**src/rtl/sdf_prim_pipe.sv**
```systemverilog
// rtl/sdf_prim_pipe.sv - four-stage pipelined signed-distance evaluator for cube/octahedron/plane primitives
//
// Ports:
//   clk, rst                  clock, asynchronous active-high reset
//   in_valid/in_ready         input handshake; in_ready = !out_valid || out_ready
//   in_mode                   0=cube 1=octahedron 2=plane_y 3=reserved (result SAT_MAX)
//   in_px/py/pz, in_cx/cy/cz  sample point and primitive centre, signed fixed point
//   in_size                   cube edge, octahedron radius or plane height offset
//   in_tag                    opaque tag carried alongside the beat
//   out_valid/out_ready       output handshake; out_* held while stalled
//   out_sdf, out_inside       saturated signed distance and its sign bit
//   out_tag                   tag of the result
module sdf_prim_pipe #(
    parameter int WIDTH = 32,
    parameter int FRAC  = 16,
    parameter int TAG_W = 8,
    parameter int OCT_K = 37837
) (
    input  logic                    clk,
    input  logic                    rst,
    input  logic                    in_valid,
    output logic                    in_ready,
    input  logic [1:0]              in_mode,
    input  logic signed [WIDTH-1:0] in_px,
    input  logic signed [WIDTH-1:0] in_py,
    input  logic signed [WIDTH-1:0] in_pz,
    input  logic signed [WIDTH-1:0] in_cx,
    input  logic signed [WIDTH-1:0] in_cy,
    input  logic signed [WIDTH-1:0] in_cz,
    input  logic signed [WIDTH-1:0] in_size,
    input  logic [TAG_W-1:0]        in_tag,
    output logic                    out_valid,
    input  logic                    out_ready,
    output logic signed [WIDTH-1:0] out_sdf,
    output logic                    out_inside,
    output logic [TAG_W-1:0]        out_tag
);

    // m needs two guard bits for the octahedron sum; m - size one more;
    // the octahedron product adds the width of the (positive) scale constant.
    localparam int MW = WIDTH + 2;
    localparam int DW = MW + 1;
    localparam int KW = $clog2(OCT_K + 1) + 1;
    localparam int RW = DW + KW;

    localparam logic signed [WIDTH-1:0] SAT_MAX = {1'b0, {(WIDTH-1){1'b1}}};
    localparam logic signed [WIDTH-1:0] SAT_MIN = {1'b1, {(WIDTH-1){1'b0}}};
    localparam logic signed [RW-1:0]    R_MAX   = {{(RW-WIDTH+1){1'b0}}, {(WIDTH-1){1'b1}}};
    localparam logic signed [RW-1:0]    R_MIN   = {{(RW-WIDTH+1){1'b1}}, {(WIDTH-1){1'b0}}};
    localparam logic signed [RW-1:0]    K_EXT   = RW'(OCT_K);

    localparam logic [1:0] M_CUBE  = 2'd0;
    localparam logic [1:0] M_OCT   = 2'd1;
    localparam logic [1:0] M_PLANE = 2'd2;

    function automatic logic signed [WIDTH-1:0] sat(input logic signed [RW-1:0] v);
        if (v > R_MAX)
            return SAT_MAX;
        else if (v < R_MIN)
            return SAT_MIN;
        else
            return v[WIDTH-1:0];
    endfunction

    function automatic logic signed [WIDTH-1:0] sub_sat(input logic signed [WIDTH-1:0] p,
                                                       input logic signed [WIDTH-1:0] c);
        logic signed [WIDTH:0] d;
        d = {p[WIDTH-1], p} - {c[WIDTH-1], c};
        return sat({{(RW-WIDTH-1){d[WIDTH]}}, d});
    endfunction

    // |SAT_MIN| is not representable, so it clamps to SAT_MAX.
    function automatic logic signed [WIDTH-1:0] abs_sat(input logic signed [WIDTH-1:0] d);
        if (d == SAT_MIN)
            return SAT_MAX;
        else if (d[WIDTH-1])
            return -d;
        else
            return d;
    endfunction

    logic adv;
    assign adv      = !out_valid || out_ready;
    assign in_ready = adv;

    // stage 1: centre-relative offset
    logic                    s1_v;
    logic [1:0]              s1_mode;
    logic signed [WIDTH-1:0] s1_dx, s1_dy, s1_dz, s1_size;
    logic [TAG_W-1:0]        s1_tag;

    // stage 2: absolute offsets, half size; signed dy kept for the plane
    logic                    s2_v;
    logic [1:0]              s2_mode;
    logic signed [WIDTH-1:0] s2_ax, s2_ay, s2_az, s2_dy, s2_half, s2_size;
    logic [TAG_W-1:0]        s2_tag;

    // stage 3: per-mode reduction
    logic                    s3_v;
    logic [1:0]              s3_mode;
    logic signed [MW-1:0]    s3_m;
    logic signed [WIDTH-1:0] s3_half, s3_size;
    logic [TAG_W-1:0]        s3_tag;

    logic signed [WIDTH-1:0] mx_xy, mx;
    logic signed [MW-1:0]    m_next;

    always_comb begin
        mx_xy = (s2_ax > s2_ay) ? s2_ax : s2_ay;
        mx    = (mx_xy > s2_az) ? mx_xy : s2_az;
        m_next = '0;
        case (s2_mode)
            M_CUBE:  m_next = {2'b00, mx};
            M_OCT:   m_next = {2'b00, s2_ax} + {2'b00, s2_ay} + {2'b00, s2_az};
            M_PLANE: m_next = {{2{s2_dy[WIDTH-1]}}, s2_dy};
            default: m_next = '0;
        endcase
    end

    logic signed [RW-1:0]    m_ext, half_ext, size_ext, prod, r;
    logic signed [WIDTH-1:0] r_sat;

    always_comb begin
        m_ext    = {{(RW-MW){s3_m[MW-1]}}, s3_m};
        half_ext = {{(RW-WIDTH){s3_half[WIDTH-1]}}, s3_half};
        size_ext = {{(RW-WIDTH){s3_size[WIDTH-1]}}, s3_size};
        prod     = (m_ext - size_ext) * K_EXT;
        r        = R_MAX;
        case (s3_mode)
            M_CUBE:  r = m_ext - half_ext;
            M_OCT:   r = prod >>> FRAC;     // floor division by 2^FRAC
            M_PLANE: r = m_ext - size_ext;
            default: r = R_MAX;
        endcase
        r_sat = sat(r);
    end

    always_ff @(posedge clk or posedge rst) begin
        if (rst) begin
            s1_v <= 1'b0; s1_mode <= '0; s1_dx <= '0; s1_dy <= '0; s1_dz <= '0;
            s1_size <= '0; s1_tag <= '0;
            s2_v <= 1'b0; s2_mode <= '0; s2_ax <= '0; s2_ay <= '0; s2_az <= '0;
            s2_dy <= '0; s2_half <= '0; s2_size <= '0; s2_tag <= '0;
            s3_v <= 1'b0; s3_mode <= '0; s3_m <= '0; s3_half <= '0; s3_size <= '0;
            s3_tag <= '0;
            out_valid <= 1'b0; out_sdf <= '0; out_inside <= 1'b0; out_tag <= '0;
        end else if (adv) begin
            // bubbles travel as invalid slots; the whole pipe moves as one
            s1_v    <= in_valid;
            s1_mode <= in_mode;
            s1_dx   <= sub_sat(in_px, in_cx);
            s1_dy   <= sub_sat(in_py, in_cy);
            s1_dz   <= sub_sat(in_pz, in_cz);
            s1_size <= in_size;
            s1_tag  <= in_tag;

            s2_v    <= s1_v;
            s2_mode <= s1_mode;
            s2_ax   <= abs_sat(s1_dx);
            s2_ay   <= abs_sat(s1_dy);
            s2_az   <= abs_sat(s1_dz);
            s2_dy   <= s1_dy;
            s2_half <= s1_size >>> 1;
            s2_size <= s1_size;
            s2_tag  <= s1_tag;

            s3_v    <= s2_v;
            s3_mode <= s2_mode;
            s3_m    <= m_next;
            s3_half <= s2_half;
            s3_size <= s2_size;
            s3_tag  <= s2_tag;

            out_valid  <= s3_v;
            out_sdf    <= r_sat;
            out_inside <= r_sat[WIDTH-1];
            out_tag    <= s3_tag;
        end
    end

endmodule

```
**config.mk**
```make
export PLATFORM = sky130hd
export DESIGN_NAME = sdf_prim_pipe
export DESIGN_NICKNAME = d
export VERILOG_FILES = /design/src/rtl/sdf_prim_pipe.sv
export SDC_FILE = /design/constraint.sdc
export NUM_CORES = 2
export LEC_CHECK = 0
export ABC_CLOCK_PERIOD_IN_PS = 15600
export BUFFER_PORTS_ARGS = -buffer_cell sky130_fd_sc_hd__buf_2
export CAP_MARGIN = 20
export CORE_UTILIZATION = 52
export CTS_BUF_LIST = sky130_fd_sc_hd__clkbuf_4 sky130_fd_sc_hd__clkbuf_8
export CTS_CLUSTER_SIZE = 28
export DETAILED_ROUTE_END_ITERATION = 12
export GPL_ROUTABILITY_DRIVEN = 0
export PLACE_DENSITY_LB_ADDON = 0.3
export SKIP_CTS_REPAIR_TIMING = 1
export SLEW_MARGIN = 15
export SYNTH_ARGS = -nofsm -noshare
export SYNTH_HDL_FRONTEND = slang
export SYNTH_SLANG_ARGS = --single-unit
```
**constraint.sdc**
```tcl
create_clock -name clk -period 15.6 [get_ports clk]
set_input_delay 3.12 -clock clk [delete_from_list [all_inputs] [get_ports clk]]
set_output_delay 3.12 -clock clk [all_outputs]
set_load 0.05 [all_outputs]
```
==> key figures <==
Min path
  – Hold_sp: out_tag[0]$_DFFE_PP0P_
  – Hold EP: out_tag[0]$_DFFE_PP0P_
  – Worst hold path depth: 2
  – Hold crit path type: register to register

Clock network
  – Max clock buf depth: 3
  – CTS tree: yes
  – Clock slew seen by the registers of the worst setup and hold paths: 0.06 ns
  – Worst skew pair latency: 0.72 ns
  – Sink Count: 428
  – CTS Buf Count: 77
  – Root Buffer: clkbuf_8
  – CTS H-Tree Depth: 3

STA
  – Hold Violations, Final: 0
  – Clock period minus worst slack: 10.18 ns
  – Worst slew margin: 24.09%
  – Final-report setup violation count: 0
  – Post-route clock period utilization: 65.23%
  – Fin. max-slew vios: 0
  – Worst-Margin Slew: 1.130 ns
  – RSZ-0062 raised after global routing: false
  – Clk_skew: 0.06476 ns
  – Maximum clock rate: 98.27 MHz
  – Total Negative Setup Slacks: 0 ns

Die
  – Site row count: 106
  – Die H: 292.9 um
  – CORE AREA: 83690 um2
  – Initial Util: 52.56%
  – Die width: 292.9 um
  – Die footprint: 85760 um2
  – I/O pin count: 281

Synthesis
  – Distinct cells, synth: 100
  – Sequential share of the synthesized area: 24.35%
  – Async SR Flop Fraction: 100.0%
  – Gate Count Post-Synth: 5260
  – Top_reg_cell synth: dfrtp_1
  – Post-Syn Nets: 6227
  – Synth Register Bits: 428
  – EDFF count, synth: 0
  – Post-Syn Area: 43990 um2
  – Syn Area/Cell: 8.363 um2
  – Synthesis Warnings: 0

Setup path
  – Flop-to-flop setup slack: 5.42 ns
  – WP buf/inv: 5
  – Crit start category: register
  – Required time worst endpoint: 16.12 ns
  – CP delay by family, top: compound AO/OA/AOI/OAI gates
  – Reg2reg end: out_sdf[3]$_DFFE_PP0P_
  – CP max-delay cell: o21ai_1
  – Reg2Reg Depth: 36
  – Crit-path max cell delay: 0.57 ns
  – R2R Path Start: s3_m[4]$_DFFE_PP0P_
  – Critical path class: register to register
  – Worst EP arrival: 10.69 ns
  – Crit path capture type: register
  – CP max FO: 31

Placed design
  – Post-DP HPWL: 94490 um
  – Placed Cells: 6494
  – IO Port Bufs: 280

Detailed routing
  – Vias: 37448
  – Initial DRC Count: 3025
  – Vias per cell: 5.642
  – Final WL: 119700 um
  – TritonRoute pass-1 iters: 5
  – Antenna viol nets, final: 0
  – Wire per inst: 18.03 um
  – DRC: 0

Finish
  – Commonest non-fill, non-tap cell in the layout: inv_1
  – Fin cells: 6637
  – Final Core Density: 57.54%
  – Area grow syn2layout: 9.460%
  – Post-layout nets: 6408
  – Most frequent cells in the layout: inv_1, nand2_1, ha_1, dfrtp_1, a21oi_1
  – Multi-input combinational cell area: 29790 um2
  – Fillers: 7640
  – Flip-flop and latch area: 10710 um2
  – Layout cells sized above 1: 9.560%

Status
  – Status: completed

Global route
  – Global-route wire length before repair: 190900 um
  – Pin count of the biggest net entering global routing: 218
  – Initial antenna violation count: 1
  – Vias in the first global route: 36177
  – Overflow left after global routing: 0
  – Gr usage total: 27.74%

Flow run
  – Total of max-cap violations: 0
per-layer routing:
layer	up-vias	routed length, um	track usage (%)	part of all wire, %
met4	0	4931	11.07	4.1
met3	231	7538	4.257	6.3
met1	17790	51720	36.81	43
met2	1180	55470	45.36	46
met5	-	0	0	0
li1	18247	-	-	-
per-stage QoR:
step                hold slack (ns)  instance area, um2  worst slack, ns
floorplan                    0.4300               43990           0.5617
global placement             0.4458               46310            5.845
detailed placement           0.4515               46310            5.619
CTS                          0.4649               48110            5.603
global route                 0.4843               48150            4.896
finish                       0.4607               48150            5.424
cell usage after synthesis (12+ instances only):
master / count / share of area [%]
nand4_1: 36 / 0.51
nand2b_1: 38 / 0.54
nor2_1: 314 / 2.7
inv_1: 725 / 6.2
buf_2: 17 / 0.19
nand3_1: 52 / 0.59
a31oi_1: 53 / 0.75
xnor2_1: 162 / 3.2
buf_1: 18 / 0.15
maj3_1: 54 / 1.2
o31ai_1: 33 / 0.56
o21ai_1: 33 / 0.38
mux2_2: 14 / 0.36
or4_1: 15 / 0.26
or3_1: 28 / 0.40
dfrtp_1: 428 / 24
and3_1: 31 / 0.44
nor3_1: 48 / 0.55
o211ai_1: 33 / 0.56
a211oi_1: 34 / 0.58
o22ai_1: 53 / 0.75
nor2b_1: 41 / 0.58
o21bai_1: 32 / 0.55
a22oi_1: 42 / 0.72
o21ai_0: 287 / 3.3
mux2i_1: 26 / 0.59
o41ai_1: 18 / 0.36
a2111oi_0: 12 / 0.24
a21oi_1: 358 / 4.1
clkbuf_1: 169 / 1.4
o21a_1: 30 / 0.51
nand2_1: 713 / 6.1
a211o_1: 15 / 0.30
xor2_1: 188 / 3.7
fa_1: 248 / 11
ha_1: 481 / 14
and2_1: 18 / 0.26
a21o_1: 135 / 2.3
a221oi_1: 28 / 0.56
a311oi_1: 12 / 0.24
tightest hold or removal path, stage by stage, from the launching register on:
cell     delay (ns)
dfrtp_1        0.34
nand2_1        0.05
nand2_1        0.05
cell families after synthesis:
logic type / share of synthesized area [%]
AO/OA/AOI/OAI: 19.40
XOR/XNOR: 7.006
adder cells (fa/ha/maj): 26.20
buffers and inverters: 8.115
flip-flops: 24.35
multiplexers: 0.9500
AND/OR/NAND/NOR: 13.98
worst max path at each step:
stage                        start  slack (ns)                       to  depth (start not counted)
3_3_place_gp   s3_m[0]$_DFFE_PP0P_        5.85  out_sdf[17]$_DFFE_PP0P_                         34
3_5_place_dp   s3_m[0]$_DFFE_PP0P_        5.62  out_sdf[17]$_DFFE_PP0P_                         35
5_1_grt        s3_m[4]$_DFFE_PP0P_        4.90  out_sdf[10]$_DFFE_PP0P_                         36
4_1_cts        s3_m[0]$_DFFE_PP0P_        5.60   out_sdf[5]$_DFFE_PP0P_                         35
2_1_floorplan                  rst        0.56   out_sdf[0]$_DFFE_PP0P_                          1
6_report       s3_m[4]$_DFFE_PP0P_        5.42   out_sdf[3]$_DFFE_PP0P_                         36
state kept, by name, summed over array words and instances, names as in the netlist, 31 cells and up:
signal / flops
out_sdf: 32
s1_dx: 32
s1_dy: 32
s1_dz: 32
s1_size: 32
s2_ax: 32
s2_ay: 32
s2_az: 32
s2_dy: 32
s2_half: 31
s3_half: 31
s3_m: 34
area by class of cell:
type,count,share of cell area (%)
sequential,428,22.25
clock buffer,117,3.084
timing repair buffer,311,3.487
clock inverter,23,0.6704
multi-input combinational,3897,61.87
antenna,1,0.005197
tap,1134,2.947
inverter,726,5.691
Power is not shown: default switching activity piles up to over one toggle a cycle in this logic, so the estimate is an artifact.
